## src/rtl/opl3_pkg.sv

```systemverilog
// -----------------------------------------------------------------------------
// opl3_pkg
// Shared constants and types for the operator phase-increment scheduling logic.
//   - Slot geometry: NUM_BANKS banks of NUM_OPERATORS_PER_BANK operators.
//   - Tag widths used on every bank/op bus.
//   - Default issue spacing and phase datapath latency.
//   - seq_state_t: sequencer FSM states.
// -----------------------------------------------------------------------------
package opl3_pkg;

    localparam int unsigned NUM_BANKS              = 2;
    localparam int unsigned NUM_OPERATORS_PER_BANK = 18;
    localparam int unsigned PHASE_PIPE_DELAY       = 2;
    localparam int unsigned OP_ISSUE_SPACING       = 4;

    localparam int unsigned BANK_NUM_WIDTH = 1;
    localparam int unsigned OP_NUM_WIDTH   = 5;

    typedef enum logic [1:0] {
        IDLE  = 2'd0,
        ISSUE = 2'd1,
        GAP   = 2'd2,
        DRAIN = 2'd3
    } seq_state_t;

    // Width of a counter that must hold values 0..n-1 (never narrower than 1 bit).
    function automatic int unsigned cnt_width(input int unsigned n);
        return (n > 1) ? $clog2(n) : 1;
    endfunction

endpackage

```

## src/rtl/op_phase_sequencer_slot_tag_pipe.sv

```systemverilog
// -----------------------------------------------------------------------------
// slot_tag_pipe
// Delay line carrying the {valid, bank, op} tag of each issued slot so that it
// emerges in the same cycle as the phase datapath result for that slot.
// Ports:
//   i_clk, i_reset_n   clock, asynchronous active-low reset (clears all stages)
//   i_valid/i_bank/i_op  tag entering at the issue stage
//   o_valid/o_bank/o_op  tag after DEPTH clocks
// -----------------------------------------------------------------------------
module slot_tag_pipe
    import opl3_pkg::*;
#(
    parameter int unsigned DEPTH  = PHASE_PIPE_DELAY,
    parameter int unsigned BANK_W = BANK_NUM_WIDTH,
    parameter int unsigned OP_W   = OP_NUM_WIDTH
) (
    input  logic              i_clk,
    input  logic              i_reset_n,
    input  logic              i_valid,
    input  logic [BANK_W-1:0] i_bank,
    input  logic [OP_W-1:0]   i_op,
    output logic              o_valid,
    output logic [BANK_W-1:0] o_bank,
    output logic [OP_W-1:0]   o_op
);

    localparam int unsigned TAG_W = 1 + BANK_W + OP_W;

    logic [TAG_W-1:0] r_stage [DEPTH];

    always_ff @(posedge i_clk or negedge i_reset_n) begin
        if (!i_reset_n) begin
            for (int i = 0; i < int'(DEPTH); i++) begin
                r_stage[i] <= '0;
            end
        end else begin
            r_stage[0] <= {i_valid, i_bank, i_op};
            for (int i = 1; i < int'(DEPTH); i++) begin
                r_stage[i] <= r_stage[i-1];
            end
        end
    end

    assign {o_valid, o_bank, o_op} = r_stage[DEPTH-1];

endmodule

```

## src/rtl/op_phase_sequencer.sv

```systemverilog
// -----------------------------------------------------------------------------
// op_phase_sequencer
// Per-sample scheduler for the shared phase-increment datapath. Each accepted
// sample_clk_en sweeps every operator slot (bank 0 op 0..N-1, then bank 1 ...),
// issuing one slot every OP_SPACING clocks, and re-emits each slot tag
// PIPE_DELAY clocks later, aligned with the datapath's phase_inc result.
// Ports:
//   i_clk, i_reset_n         clock, asynchronous active-low reset
//   i_sample_clk_en          one-cycle start pulse for a new sweep
//   i_ovr_clr                clears the sticky overrun flag
//   o_bank_num, o_op_num     slot driven to register file / datapath (p0)
//   o_issue_p0               p0 slot is valid this cycle
//   o_bank_num_p2, o_op_num_p2, o_valid_p2   tag aligned to phase_inc_p2
//   o_busy                   sweep or drain in progress
//   o_sweep_done             pulses with the last slot's result
//   o_overrun                sticky: start requested while busy
// -----------------------------------------------------------------------------
module op_phase_sequencer #(
    parameter int unsigned NUM_BANKS  = opl3_pkg::NUM_BANKS,
    parameter int unsigned NUM_OPS    = opl3_pkg::NUM_OPERATORS_PER_BANK,
    parameter int unsigned OP_SPACING = opl3_pkg::OP_ISSUE_SPACING,
    parameter int unsigned PIPE_DELAY = opl3_pkg::PHASE_PIPE_DELAY
) (
    input  logic                                i_clk,
    input  logic                                i_reset_n,
    input  logic                                i_sample_clk_en,
    input  logic                                i_ovr_clr,
    output logic [opl3_pkg::BANK_NUM_WIDTH-1:0] o_bank_num,
    output logic [opl3_pkg::OP_NUM_WIDTH-1:0]   o_op_num,
    output logic                                o_issue_p0,
    output logic [opl3_pkg::BANK_NUM_WIDTH-1:0] o_bank_num_p2,
    output logic [opl3_pkg::OP_NUM_WIDTH-1:0]   o_op_num_p2,
    output logic                                o_valid_p2,
    output logic                                o_busy,
    output logic                                o_sweep_done,
    output logic                                o_overrun
);

    import opl3_pkg::*;

    localparam int unsigned GAP_W   = cnt_width(OP_SPACING);
    localparam int unsigned DRAIN_W = cnt_width(PIPE_DELAY);

    localparam int unsigned GAP_LAST_INT = (OP_SPACING > 1) ? OP_SPACING - 2 : 0;

    localparam logic [BANK_NUM_WIDTH-1:0] LAST_BANK  = BANK_NUM_WIDTH'(NUM_BANKS - 1);
    localparam logic [OP_NUM_WIDTH-1:0]   LAST_OP    = OP_NUM_WIDTH'(NUM_OPS - 1);
    localparam logic [GAP_W-1:0]          GAP_LAST   = GAP_W'(GAP_LAST_INT);
    localparam logic [DRAIN_W-1:0]        DRAIN_LAST = DRAIN_W'(PIPE_DELAY - 1);

    seq_state_t                r_state;
    seq_state_t                w_state_next;
    logic [BANK_NUM_WIDTH-1:0] r_bank;
    logic [BANK_NUM_WIDTH-1:0] w_bank_next;
    logic [OP_NUM_WIDTH-1:0]   r_op;
    logic [OP_NUM_WIDTH-1:0]   w_op_next;
    logic [GAP_W-1:0]          r_gap_cnt;
    logic [GAP_W-1:0]          w_gap_cnt_next;
    logic [DRAIN_W-1:0]        r_drain_cnt;
    logic [DRAIN_W-1:0]        w_drain_cnt_next;
    logic                      r_overrun;

    logic w_issue;
    logic w_advance;
    logic w_last_slot;
    logic w_busy;
    logic w_sweep_done;

    assign w_busy      = (r_state != IDLE);
    assign w_last_slot = (r_bank == LAST_BANK) && (r_op == LAST_OP);

    // r_bank/r_op always name the slot being issued or the one issued last, so
    // the register-file address only changes in the cycle a new slot issues.
    always_comb begin
        w_state_next     = r_state;
        w_bank_next      = r_bank;
        w_op_next        = r_op;
        w_gap_cnt_next   = r_gap_cnt;
        w_drain_cnt_next = r_drain_cnt;
        w_issue          = 1'b0;
        w_advance        = 1'b0;
        w_sweep_done     = 1'b0;

        unique case (r_state)
            IDLE: begin
                if (i_sample_clk_en) begin
                    w_state_next = ISSUE;
                    w_bank_next  = '0;
                    w_op_next    = '0;
                end
            end
            ISSUE: begin
                w_issue = 1'b1;
                if (w_last_slot) begin
                    w_state_next     = DRAIN;
                    w_drain_cnt_next = '0;
                end else if (OP_SPACING > 1) begin
                    w_state_next   = GAP;
                    w_gap_cnt_next = '0;
                end else begin
                    w_state_next = ISSUE;
                    w_advance    = 1'b1;
                end
            end
            GAP: begin
                // OP_SPACING-1 gap cycles: counter runs 0..OP_SPACING-2.
                if (r_gap_cnt == GAP_LAST) begin
                    w_state_next = ISSUE;
                    w_advance    = 1'b1;
                end else begin
                    w_gap_cnt_next = r_gap_cnt + GAP_W'(1);
                end
            end
            DRAIN: begin
                // Last DRAIN cycle coincides with the final slot's valid_p2.
                if (r_drain_cnt == DRAIN_LAST) begin
                    w_sweep_done = 1'b1;
                    w_state_next = IDLE;
                end else begin
                    w_drain_cnt_next = r_drain_cnt + DRAIN_W'(1);
                end
            end
            default: begin
                w_state_next = IDLE;
            end
        endcase

        if (w_advance) begin
            if (r_op == LAST_OP) begin
                w_op_next   = '0;
                w_bank_next = r_bank + BANK_NUM_WIDTH'(1);
            end else begin
                w_op_next = r_op + OP_NUM_WIDTH'(1);
            end
        end
    end

    always_ff @(posedge i_clk or negedge i_reset_n) begin
        if (!i_reset_n) begin
            r_state     <= IDLE;
            r_bank      <= '0;
            r_op        <= '0;
            r_gap_cnt   <= '0;
            r_drain_cnt <= '0;
        end else begin
            r_state     <= w_state_next;
            r_bank      <= w_bank_next;
            r_op        <= w_op_next;
            r_gap_cnt   <= w_gap_cnt_next;
            r_drain_cnt <= w_drain_cnt_next;
        end
    end

    // A start request that arrives while busy wins over a same-cycle clear.
    always_ff @(posedge i_clk or negedge i_reset_n) begin
        if (!i_reset_n) begin
            r_overrun <= 1'b0;
        end else if (i_sample_clk_en && w_busy) begin
            r_overrun <= 1'b1;
        end else if (i_ovr_clr) begin
            r_overrun <= 1'b0;
        end
    end

    slot_tag_pipe #(
        .DEPTH  (PIPE_DELAY),
        .BANK_W (BANK_NUM_WIDTH),
        .OP_W   (OP_NUM_WIDTH)
    ) u_tag_pipe (
        .i_clk     (i_clk),
        .i_reset_n (i_reset_n),
        .i_valid   (w_issue),
        .i_bank    (r_bank),
        .i_op      (r_op),
        .o_valid   (o_valid_p2),
        .o_bank    (o_bank_num_p2),
        .o_op      (o_op_num_p2)
    );

    assign o_bank_num   = r_bank;
    assign o_op_num     = r_op;
    assign o_issue_p0   = w_issue;
    assign o_busy       = w_busy;
    assign o_sweep_done = w_sweep_done;
    assign o_overrun    = r_overrun;

endmodule
```

## config.mk

```make
export PLATFORM = sky130hd
export DESIGN_NAME = op_phase_sequencer
export DESIGN_NICKNAME = d
export VERILOG_FILES = /design/src/rtl/opl3_pkg.sv /design/src/rtl/op_phase_sequencer_slot_tag_pipe.sv /design/src/rtl/op_phase_sequencer.sv
export SDC_FILE = /design/constraint.sdc
export NUM_CORES = 1
export LEC_CHECK = 0
export BUFFER_PORTS_ARGS = -buffer_cell sky130_fd_sc_hd__buf_4
export CAP_MARGIN = 20
export CORE_MARGIN = 8
export CORE_UTILIZATION = 50
export DETAILED_ROUTE_END_ITERATION = 8
export GPL_TIMING_DRIVEN = 0
export PLACE_DENSITY = 0.72
export SYNTH_ARGS = -nofsm -noshare
export SYNTH_HDL_FRONTEND = slang
export SYNTH_SLANG_ARGS = --single-unit
```

## constraint.sdc

```tcl
create_clock -name i_clk -period 2.9 [get_ports i_clk]
set_input_delay 0.58 -clock i_clk [delete_from_list [all_inputs] [get_ports i_clk]]
set_output_delay 0.58 -clock i_clk [all_outputs]
set_load 0.03 [all_outputs]
```

# Yosys cells after proc, flatten, opt, wreduce, memory -nomap -nowiden
# Index checks and enable logic that the tools add are counted.
# totals
regBits,26
wordCells,62
# classes
addsub,4
n_eq_ne,11
muxes,26
reduce_logical,13
# ops
cell,count
$mux 5,4
$mux 1,14
$ne 2x2->1 const B,6
$reduce_bool 2->1,6
$mux 2,5
$pmux 2 s4,1
$eq 2x2->1 const B,3
$reduce_and 3->1,2
$add 5x1->5 const B,1
$eq 5x5->1 const B,1
$pmux 2 s2,1
$reduce_and 2->1,2
$add 1x1->1 const B,2
$add 2x1->2 const B,1
$eq 2x1->1 const B,1
$logic_and 1x1->1,2
$logic_not 2->1,1
$pmux 1 s2,1

# Depth between registers and ports, before layout
# Gate-level depths: netlist (run 1).
# logic_depth
word_depth,5
depth_mapped,5
ltp_nobuf,5

# Modules after synthesis
# From an unflattened synthesis (run 1), not the netlist that was laid out.
# hier_totals
hier_cells,82
area_unflattened_um2,1047.3
# modules_own_cells
module,instances,cells_each,area_per_inst_um2,seq_area_each_um2
op_phase_sequencer,1,63,659.4,300.3
slot_tag_pipe,1,19,387.9,350.3

# Worst setup path before layout (run 1)
# No wires, ideal clock.
# synth_path
kind,reg2reg
from,"reg r_op[0], in the netlist o_op_num[0]"
to,reg r_gap_cnt[1]
setup_time_ns,0.125
arrival_ns,1.461
t_required_ns,2.775
setup_slack_ns,1.314
stages_incl_launch_ff,5
path_buffers,0
period_less_slack_ns,1.586
path_cell_list,dfrtp_1 ha_1 nand4bb_1 o22ai_2 mux2_4
# synth_between
elab_chain_len,4
# synth_rtl
item,line,text
"start, declared",op_phase_sequencer.sv:55,logic [OP_NUM_WIDTH-1:0] r_op;
"start signal, assigned",op_phase_sequencer.sv:148,r_op <= w_op_next;
$eq 5x5->1,op_phase_sequencer.sv:70,assign w_last_slot = (r_bank == LAST_BANK) && (r_op == LAST_OP);
$logic_and 1x1->1,op_phase_sequencer.sv:70,
$ne 2x2->1 (no source line),n/a,
$reduce_and 3->1 (no source line),n/a,
"end signal, assigned",op_phase_sequencer.sv:149,r_gap_cnt <= w_gap_cnt_next;
"end, declared",op_phase_sequencer.sv:57,logic [GAP_W-1:0] r_gap_cnt;
# Every way passes these cells.
# A chain may end at the register's enable or synchronous reset.

# Final worst setup path (run 1)
# layout_path
from,reg r_state[0]
to,out o_busy
# layout_between
elab_chain_len,1
# layout_rtl
item,line,text
"start, declared",op_phase_sequencer.sv:51,seq_state_t r_state;
"start signal, assigned",op_phase_sequencer.sv:146,r_state <= w_state_next;
$reduce_bool 2->1,op_phase_sequencer.sv:69,assign w_busy = (r_state != IDLE);
"end, declared",op_phase_sequencer.sv:34,"output logic o_busy,"
# Every way passes these cells.

==> flow_metrics.tcl, run 1 <==
set metrics [dict create \
    cp_top_family "flip-flops" \
    routedWlPerCell_um 13.1 \
    syn-num-nets 86 \
    drt_iter0_drc 7 \
    crit_buf_inv 2 \
    post_cts_buffers 0 \
    crit_type "reg -> out" \
    fin_crit_sh_pct 69.2 \
    start_util_pct 53.7 \
    antenna_found_initial 0 \
    p_sw_w 0.000381 \
    rsz0062_at_grt "no" \
    area_growth_syn_to_layout_pct 20.7 \
    critPathCaptureType "output pin" \
    post-place-ws_ns 1.25 \
    via_count 644 \
    holdWs_ns 0.139 \
    worstPathMaxFanout 10 \
    dp_hpwl_um 1270 \
    required_ns 2.32 \
    die_h_um 62.1 \
    clockPowerShare_pct 16.1 \
    max_freq_mhz 498 \
    io_buffer_count 20 \
    finalSetupTns_ns 0 \
    hp-class "in -> async" \
    grt_pass1_wl_um 3190 \
    synthMuxAreaShare_pct 5.29 \
    row_count 16 \
    gp_congestion 0.818 \
    worstMarginPinSlew_ns 0.285 \
    cts_buffer_depth 2 \
    drtAntennaViolNets 0 \
    drv_cap 0 \
    grt_use_total_pct 10.0 \
    first_global_vias 711 \
    worst_slack_ns 0.893 \
    fin_crit_ns 2.01 \
    final_hold_viol_count 0 \
    finalWirelength_um 1710 \
    nFillCells 155 \
    setup.worst_path.start_class "flop" \
    grt_max_degree 27 \
    max_slew_margin_pct 80.5 \
    antennaDiodeCount 0 \
    power.internal_w 0.000698 \
    overflow 0 \
    die_w_um 62.1 \
    slowest_delay_ns 0.45 \
    vias_per_cell 4.95 \
    p_leak_nw 0.666 \
    syn_area_per_cell_um2 13.5 \
    powerDensity_mw_per_mm2 840 \
    slew_violations 0 \
    core_mm2 0.00198 \
    cp.arrival_ns 1.43 \
    cts_root_buf "clkbuf_4" \
    firstDrtPassIters 4 \
    ys_types 32 \
    cts-resized-gates 0 \
    nets 111 \
    placedInstanceArea_mm2 0.00125 \
    dieArea_mm2 0.00386 \
    cts.hold.buffers_added 0 \
    finalSetupViolCount 0 \
    synthSimpleGateAreaFrac_pct 12.9 \
    pin_count 21 \
    drive_gt1_share_pct 34.0 \
    syn_area_mm2 0.00106 \
    cts.htree.levels 1 \
    combPwrFrac_pct 40.1 \
    yosysWarnings 0 \
    clk_pin_slew_ns 0.12 \
    cts_tree "done" \
    vdd_drop_max_mv 0.514 \
    synthCells 79 \
    slowest_stage "dfrtp_1" \
    route.detailed.drc 0 \
    synth_xor_xnor_area_share_pct 1.65 \
    synth_compound_area_share_pct 8.70 \
    clock_latency_ns 0.31 \
    synth_top_family_by_area "simple AND/OR/NAND/NOR gates" \
    skew_ns 0.00218 \
    synth_adder_area_share_pct 3.53 \
    ys_seq_area_share_pct 61.1 \
    crit_chain "buf_2 > or2_1 > buf_4" \
    outcome "completed" \
    p_total_w 0.00108 \
    cts_inserted_buffers 3 \
    most-common-layout-cells "26 x dfrtp_1, 25 x buf_4, 5 x inv_1" \
    final_common_cell "dfrtp_1" \
    synth-seq-cells 26 \
    seqPwrFrac_pct 43.8 \
    netSwitchingFraction_pct 35.3 \
    fin_area_mm2 0.00128 \
    cts.sinks 26 \
]
==> metal layers <==
metal / vias to the layer above / part of all wire (%) / track usage [%]
li1: 315 / - / -
met1: 307 / 47 / 12.5
met2: 17 / 45 / 15.1
met3: 5 / 5.3 / 3.05
met4: 0 / 2.2 / 5.25
met5: - / 0 / 0
==> path summary, 6_finish.rpt <==
path / startpoint / end / slack, ns / cells past startpoint
setup reg to reg: o_op_num[1]$_DFFE_PN0P_ / r_gap_cnt[1]$_DFFE_PN0P_ / 1.36 / 5
hold / removal: i_reset_n / u_tag_pipe.o_op[3]$_DFF_PN0_ / 0.14 / 1
hold reg to reg: u_tag_pipe.r_stage[11]$_DFF_PN0_ / u_tag_pipe.o_op[4]$_DFF_PN0_ / 0.37 / 0
max in group asynchronous: i_reset_n / o_op_num[0]$_DFFE_PN0P_ / 2.53 / 1
setup / recovery: r_state[0]$_DFFE_PN0P_ / o_busy / 0.89 / 3
min in group i_clk: u_tag_pipe.r_stage[11]$_DFF_PN0_ / u_tag_pipe.o_op[4]$_DFF_PN0_ / 0.37 / 0
==> worst reg2reg max path, delay by kind of cell (launching register included) <==
kind / cells / cell delay [ns]
AO/OA/AOI/OAI: 1 / 0.26
buffers and inverters: 1 / 0.08
adder cells (fa/ha/maj): 1 / 0.15
flip-flops: 1 / 0.45
AND/OR/NAND/NOR: 1 / 0.20
multiplexers: 1 / 0.31
==> logic make-up after synthesis <==
group,Yosys count
AOI/OAI and AO/OA,12
DFF,26
adders and majority gates,3
and+or+nand+nor,19
xor gates and xnor gates,2
muxes,5
buffers and inverters,12
==> power by group through the flow <==
stage               Combinational [W]  Sequential [W]  Clock, W
finish                       0.000433        0.000472  0.000174
global route                 0.000470        0.000482  0.000199
CTS                          0.000439        0.000475  0.000182
detailed placement           0.000436        0.000482         0
global placement             0.000428        0.000478         0
floorplan                    0.000268        0.000515         0
==> registers in the layout (all words and copies together) (netlist names) <==
name / count
r_state: 2
o_bank_num: 1
u_tag_pipe.o_op: 5
o_overrun: 1
r_gap_cnt: 2
u_tag_pipe.r_stage: 7
u_tag_pipe.o_valid: 1
r_drain_cnt: 1
o_op_num: 5
u_tag_pipe.o_bank: 1
==> cell type report <==
class	count	area, um2	share of cell area [%]
well taps	27	33.8	2.63
clock buffers	4	36.3	2.82
repair buffers	20	150	11.7
plain buffers	7	53.8	4.19
inverters	5	18.8	1.46
flip-flops and latches	26	651	50.6
multi-input cells	41	342	26.6
==> synth_stat cells, drive strengths merged <==
master | n | area [um2]
a211oi | 1 | 7.51
a22o | 3 | 26.3
nand2 | 3 | 11.3
xor2 | 1 | 8.76
and4bb | 1 | 12.5
and3 | 1 | 6.26
o22ai | 1 | 12.5
mux2i | 3 | 30.0
buf | 7 | 53.8
a31oi | 1 | 6.26
nand4bb | 1 | 11.3
and2b | 1 | 7.51
nand3 | 4 | 20.0
nand3b | 1 | 7.51
ha | 3 | 37.5
o21ai | 3 | 15.0
o2bb2ai | 2 | 17.5
or2b | 1 | 7.51
nor2b | 1 | 6.26
and3b | 1 | 8.76
a21o | 1 | 7.51
dfrtp | 26 | 651
xnor2 | 1 | 8.76
nor3b | 2 | 26.3
inv | 5 | 18.8
mux2 | 2 | 26.3
or2 | 2 | 12.5
==> metrics by stage <==
stage / std cells / util [%]
floorplan: 79 / -
global placement: 126 / 63.0
detailed placement: 126 / 63.0
CTS: 130 / 64.8
global route: 130 / 64.8
finish: 130 / 64.8
Note: power is estimated with default switching activity, not from simulation.
==> run 2, diff against run 1 <==
==> constraint.sdc (replaced) <==
create_clock -name i_clk -period 1.9 [get_ports i_clk]
set_input_delay 0.38 -clock i_clk [delete_from_list [all_inputs] [get_ports i_clk]]
set_output_delay 0.38 -clock i_clk [all_outputs]
set_load 0.03 [all_outputs]
==> flow_metrics.tcl, run 2 (synthesis gave the netlist of run 1 again) <==
set metrics [dict create \
    clockPowerShare_pct 16.1 \
    final_hold_viol_count 0 \
    finalSetupTns_ns 0 \
    worstMarginPinSlew_ns 0.285 \
    power.internal_w 0.00107 \
    netSwitchingFraction_pct 35.3 \
    overflow 0 \
    slew_violations 0 \
    grt_max_degree 27 \
    hp-class "in -> reg" \
    rsz0062_at_grt "no" \
    r2r_slack_ns 0.36 \
    row_count 16 \
    skew_ns 0.00218 \
    cts_inserted_buffers 3 \
    largest-register "u_tag_pipe.r_stage" \
    holdWs_ns 0.316 \
    crit_type "reg -> out" \
    die_h_um 62.1 \
    antenna_found_initial 0 \
    start_util_pct 53.7 \
    firstDrtPassIters 4 \
    seqPwrFrac_pct 43.7 \
    max_freq_mhz 553 \
    powerDensity_mw_per_mm2 1270 \
    routedWlPerCell_um 13.1 \
    vias_per_cell 4.95 \
    gp_congestion 0.818 \
    outcome "completed" \
    critPathCaptureType "output pin" \
    utilization_pct 65.3 \
    worstPathMaxFanout 10 \
    seq_area_um2 651 \
    post_cts_buffers 0 \
    fin_crit_sh_pct 95.1 \
    clk_pin_slew_ns 0.12 \
    route.detailed.drc 0 \
    grt_use_total_pct 10.1 \
    cts_tree "done" \
    cts_root_buf "clkbuf_4" \
    grt_pass1_wl_um 3230 \
    dp_hpwl_um 1270 \
    most-common-layout-cells "26 x dfrtp_1, 25 x buf_4, 5 x inv_1" \
    setup.worst_path.start_class "flop" \
    pin_count 21 \
    vdd_drop_max_mv 0.784 \
    drive_gt1_share_pct 33.7 \
    core_mm2 0.00198 \
    final_common_cell "dfrtp_1" \
    cts.hold.buffers_added 1 \
    cts.htree.levels 1 \
    cts_buffer_depth 2 \
    fin_crit_ns 1.81 \
    required_ns 1.52 \
    dieArea_mm2 0.00386 \
    cts-resized-gates 0 \
    cts.sinks 26 \
    route.met2.wl_um 774 \
    io_buffer_count 20 \
    drv_cap 0 \
    p_leak_nw 0.670 \
    combPwrFrac_pct 40.2 \
    top_layer "met4" \
    die_w_um 62.1 \
    finalWirelength_um 1710 \
    dr_wl_met3_um 90 \
    finalSetupViolCount 0 \
    first_global_vias 717 \
    via_count 648 \
    p_sw_w 0.000582 \
    drt-met1-wl_um 807 \
    max_slew_margin_pct 80.5 \
    multi_input_area_um2 342 \
    drt_iter0_drc 7 \
    nFillCells 154 \
    antennaDiodeCount 0 \
    largest_register_ffs 7 \
    area_growth_syn_to_layout_pct 21.6 \
    drtAntennaViolNets 0 \
    nets 112 \
    clock_latency_ns 0.31 \
    cp.arrival_ns 1.43 \
]
## run 2: cell count changes in the layout (fill, tap and decap cells not counted)
cell,before,now
dlygate4sd3_1,0,1
## run 2: power groups by stage
stage / Clock, W / Sequential (W) / Combinational (W)
global route: 0.000304 / 0.000736 / 0.000719
finish: 0.000265 / 0.000721 / 0.000662
floorplan: 0 / 0.000786 / 0.000410
detailed placement: 0 / 0.000735 / 0.000666
global placement: 0 / 0.000730 / 0.000654
CTS: 0.000278 / 0.000725 / 0.000671
## run 2: per-stage QoR
step | std cells | setup WS, ns | instance area (um2) | total power, W
after CTS | 131 | 0.0847 | 1290 | 0.00167
after detailed placement | 126 | 0.372 | 1250 | 0.00140
after global placement | 126 | 0.411 | 1250 | 0.00138
after floorplan | 79 | 0.314 | 1060 | 0.00120
after global routing | 131 | 0.00789 | 1290 | 0.00176
final | 131 | 0.0929 | 1290 | 0.00165
## run 2: layout make-up
cell class,instances,share of cell area (%)
Buffer,7,4.15
Inverter,5,1.45
Tap cell,27,2.61
Clock buffer,4,2.80
Sequential cell,26,50.2
Timing Repair Buffer,21,12.4
Multi-Input combinational cell,41,26.4
## run 2: path summary, 6_finish.rpt
check / start / to / cells past startpoint
min in group asynchronous: i_reset_n / u_tag_pipe.o_op[3]$_DFF_PN0_ / 2
setup / recovery: r_state[0]$_DFFE_PN0P_ / o_busy / 3
hold / removal: i_sample_clk_en / o_overrun$_DFFE_PN0P_ / 2
hold reg to reg: u_tag_pipe.r_stage[11]$_DFF_PN0_ / u_tag_pipe.o_op[4]$_DFF_PN0_ / 0
max in group asynchronous: i_reset_n / o_op_num[0]$_DFFE_PN0P_ / 2
setup reg to reg: o_op_num[1]$_DFFE_PN0P_ / r_gap_cnt[1]$_DFFE_PN0P_ / 5
## run 2: worst max-delay path, stage by stage, from the launching register on
cell,delay (ns)
dfrtp_1,0.45
buf_2,0.20
or2_1,0.28
buf_4,0.18
## run 2: per-layer routing
metal / global-route usage [%] / up-vias
li1: - / 317
met1: 12.5 / 309
met2: 15.4 / 17
met3: 3.05 / 5
met4: 5.25 / 0
met5: 0 / -
==> run 3, diff against run 2 <==
--- a/config.mk
+++ b/config.mk
@@ -9,9 +9,11 @@
 export CAP_MARGIN = 20
 export CORE_MARGIN = 8
 export CORE_UTILIZATION = 50
+export CTS_BUF_LIST = sky130_fd_sc_hd__clkbuf_16
 export DETAILED_ROUTE_END_ITERATION = 8
 export GPL_TIMING_DRIVEN = 0
 export PLACE_DENSITY = 0.72
 export SYNTH_ARGS = -nofsm -noshare
 export SYNTH_HDL_FRONTEND = slang
 export SYNTH_SLANG_ARGS = --single-unit
+export TNS_END_PERCENT = 1
==> flow_metrics.tcl, run 3 (synthesis gave the netlist of run 1 again) <==
set metrics [dict create \
    reg2reg_depth 5 \
    dieArea_mm2 0.00386 \
    overflow 0 \
    row_count 16 \
    p_leak_nw 0.684 \
    outcome "completed" \
    worstPathMaxFanout 10 \
    max_freq_mhz 579 \
    max_slew_margin_pct 79.7 \
    critPathCaptureType "output pin" \
    r2r_end "r_gap_cnt[1]$_DFFE_PN0P_" \
    io_buffer_count 20 \
    firstDrtPassIters 4 \
    grt_max_degree 27 \
    regToRegStartpoint "o_op_num[1]$_DFFE_PN0P_" \
    grt_use_total_pct 10.1 \
    cp.arrival_ns 1.35 \
    drv_cap 0 \
    post_cts_buffers 0 \
    cp_top_family "flip-flops" \
    r2r_slack_ns 0.37 \
    slowest_delay_ns 0.43 \
    hp-class "in -> async" \
    finalSetupTns_ns 0 \
    grt_pass1_wl_um 3230 \
    crit_type "reg -> out" \
    utilization_pct 67.0 \
    cts_inserted_buffers 3 \
    vdd_drop_max_mv 0.800 \
    drt_iter0_drc 17 \
    fin_area_mm2 0.00133 \
    clock_latency_ns 0.25 \
    crit_chain "buf_2 > or2_1 > buf_4" \
    cts.htree.levels 1 \
    final_hold_viol_count 0 \
    most-common-layout-cells "26 x dfrtp_1, 25 x buf_4, 5 x inv_1" \
    powerDensity_mw_per_mm2 1380 \
    holdWs_ns 0.0153 \
    antenna_found_initial 0 \
    finalNonFillerCells 130 \
    die_h_um 62.1 \
    finalSetupViolCount 0 \
    placedInstanceArea_mm2 0.00125 \
    worstMarginPinSlew_ns 0.297 \
    skew_ns 0.00105 \
    fin_crit_ns 1.73 \
    gp_congestion 0.818 \
    routedWlPerCell_um 13.2 \
    cts_tree "done" \
    rsz0062_at_grt "no" \
    dp_hpwl_um 1270 \
    cts_root_buf "clkbuf_16" \
    setup.worst_path.start_class "flop" \
    drive_gt1_share_pct 33.0 \
    nets 111 \
    largest_register_ffs 7 \
    cts.hold.buffers_added 0 \
    clk_pin_slew_ns 0.06 \
    vias_per_cell 4.96 \
    drtAntennaViolNets 0 \
    pin_count 21 \
    slew_violations 0 \
    finalWirelength_um 1720 \
    route.detailed.drc 0 \
    fin_crit_sh_pct 90.9 \
    via_count 645 \
    start_util_pct 53.7 \
    antennaDiodeCount 0 \
    cts-resized-gates 0 \
    placed_cells 126 \
    area_growth_syn_to_layout_pct 24.7 \
    required_ns 1.52 \
    die_w_um 62.1 \
    cts_buffer_depth 2 \
    core_mm2 0.00198 \
    largest-register "u_tag_pipe.r_stage" \
    cts.sinks 26 \
    slowest_stage "dfrtp_1" \
    final_common_cell "dfrtp_1" \
    nFillCells 145 \
    crit_buf_inv 2 \
    first_global_vias 716 \
]
## run 3: cell type report
| type | count | area, um2 | area share, % |
|---|---|---|---|
| clock buffer | 3 | 75.1 | 5.66 |
| timing repair buffer | 20 | 150 | 11.3 |
| inverter | 5 | 18.8 | 1.41 |
| tap | 27 | 33.8 | 2.54 |
| sequential | 26 | 651 | 49.0 |
| multi-input combinational | 41 | 342 | 25.7 |
| clock inverter | 1 | 3.75 | 0.283 |
| buffer | 7 | 53.8 | 4.05 |
## run 3: per-stage QoR
step / power (W) / setup WS [ns]
after floorplan: 0.00120 / 0.314
after global placement: 0.00138 / 0.411
after detailed placement: 0.00140 / 0.372
after CTS: 0.00186 / 0.172
after global routing: 0.00194 / 0.113
final: 0.00183 / 0.173
## run 3: layer usage
layer,share of wire (%),GRT usage [%],up-vias,wire length (um)
met4,2.2,5.25,0,38
li1,-,-,316,-
met1,48,12.6,307,825
met2,44,15.1,17,761
met3,5.4,3.23,5,92
met5,0,0,-,0
## run 3: worst max path at each step
| stage | cells past startpoint | startpoint | slack, ns | to |
|---|---|---|---|---|
| global route | 3 | r_state[0]$_DFFE_PN0P_ | 0.11 | o_busy |
| floorplan | 4 | o_op_num[0]$_DFFE_PN0P_ | 0.31 | r_gap_cnt[1]$_DFFE_PN0P_ |
| CTS | 3 | r_state[0]$_DFFE_PN0P_ | 0.17 | o_busy |
| global placement | 5 | o_op_num[1]$_DFFE_PN0P_ | 0.41 | r_gap_cnt[1]$_DFFE_PN0P_ |
| detailed placement | 5 | o_op_num[1]$_DFFE_PN0P_ | 0.37 | r_gap_cnt[1]$_DFFE_PN0P_ |
| finish | 3 | r_state[0]$_DFFE_PN0P_ | 0.17 | o_busy |
## run 3: report_power, final
group	switching [W]	leakage (nW)	internal, W
Combinational	0.000367	0.298	0.000294
Sequential	0.0000686	0.347	0.000656
Clock	0.000167	0.0385	0.000281
Total	0.000602	0.684	0.00123
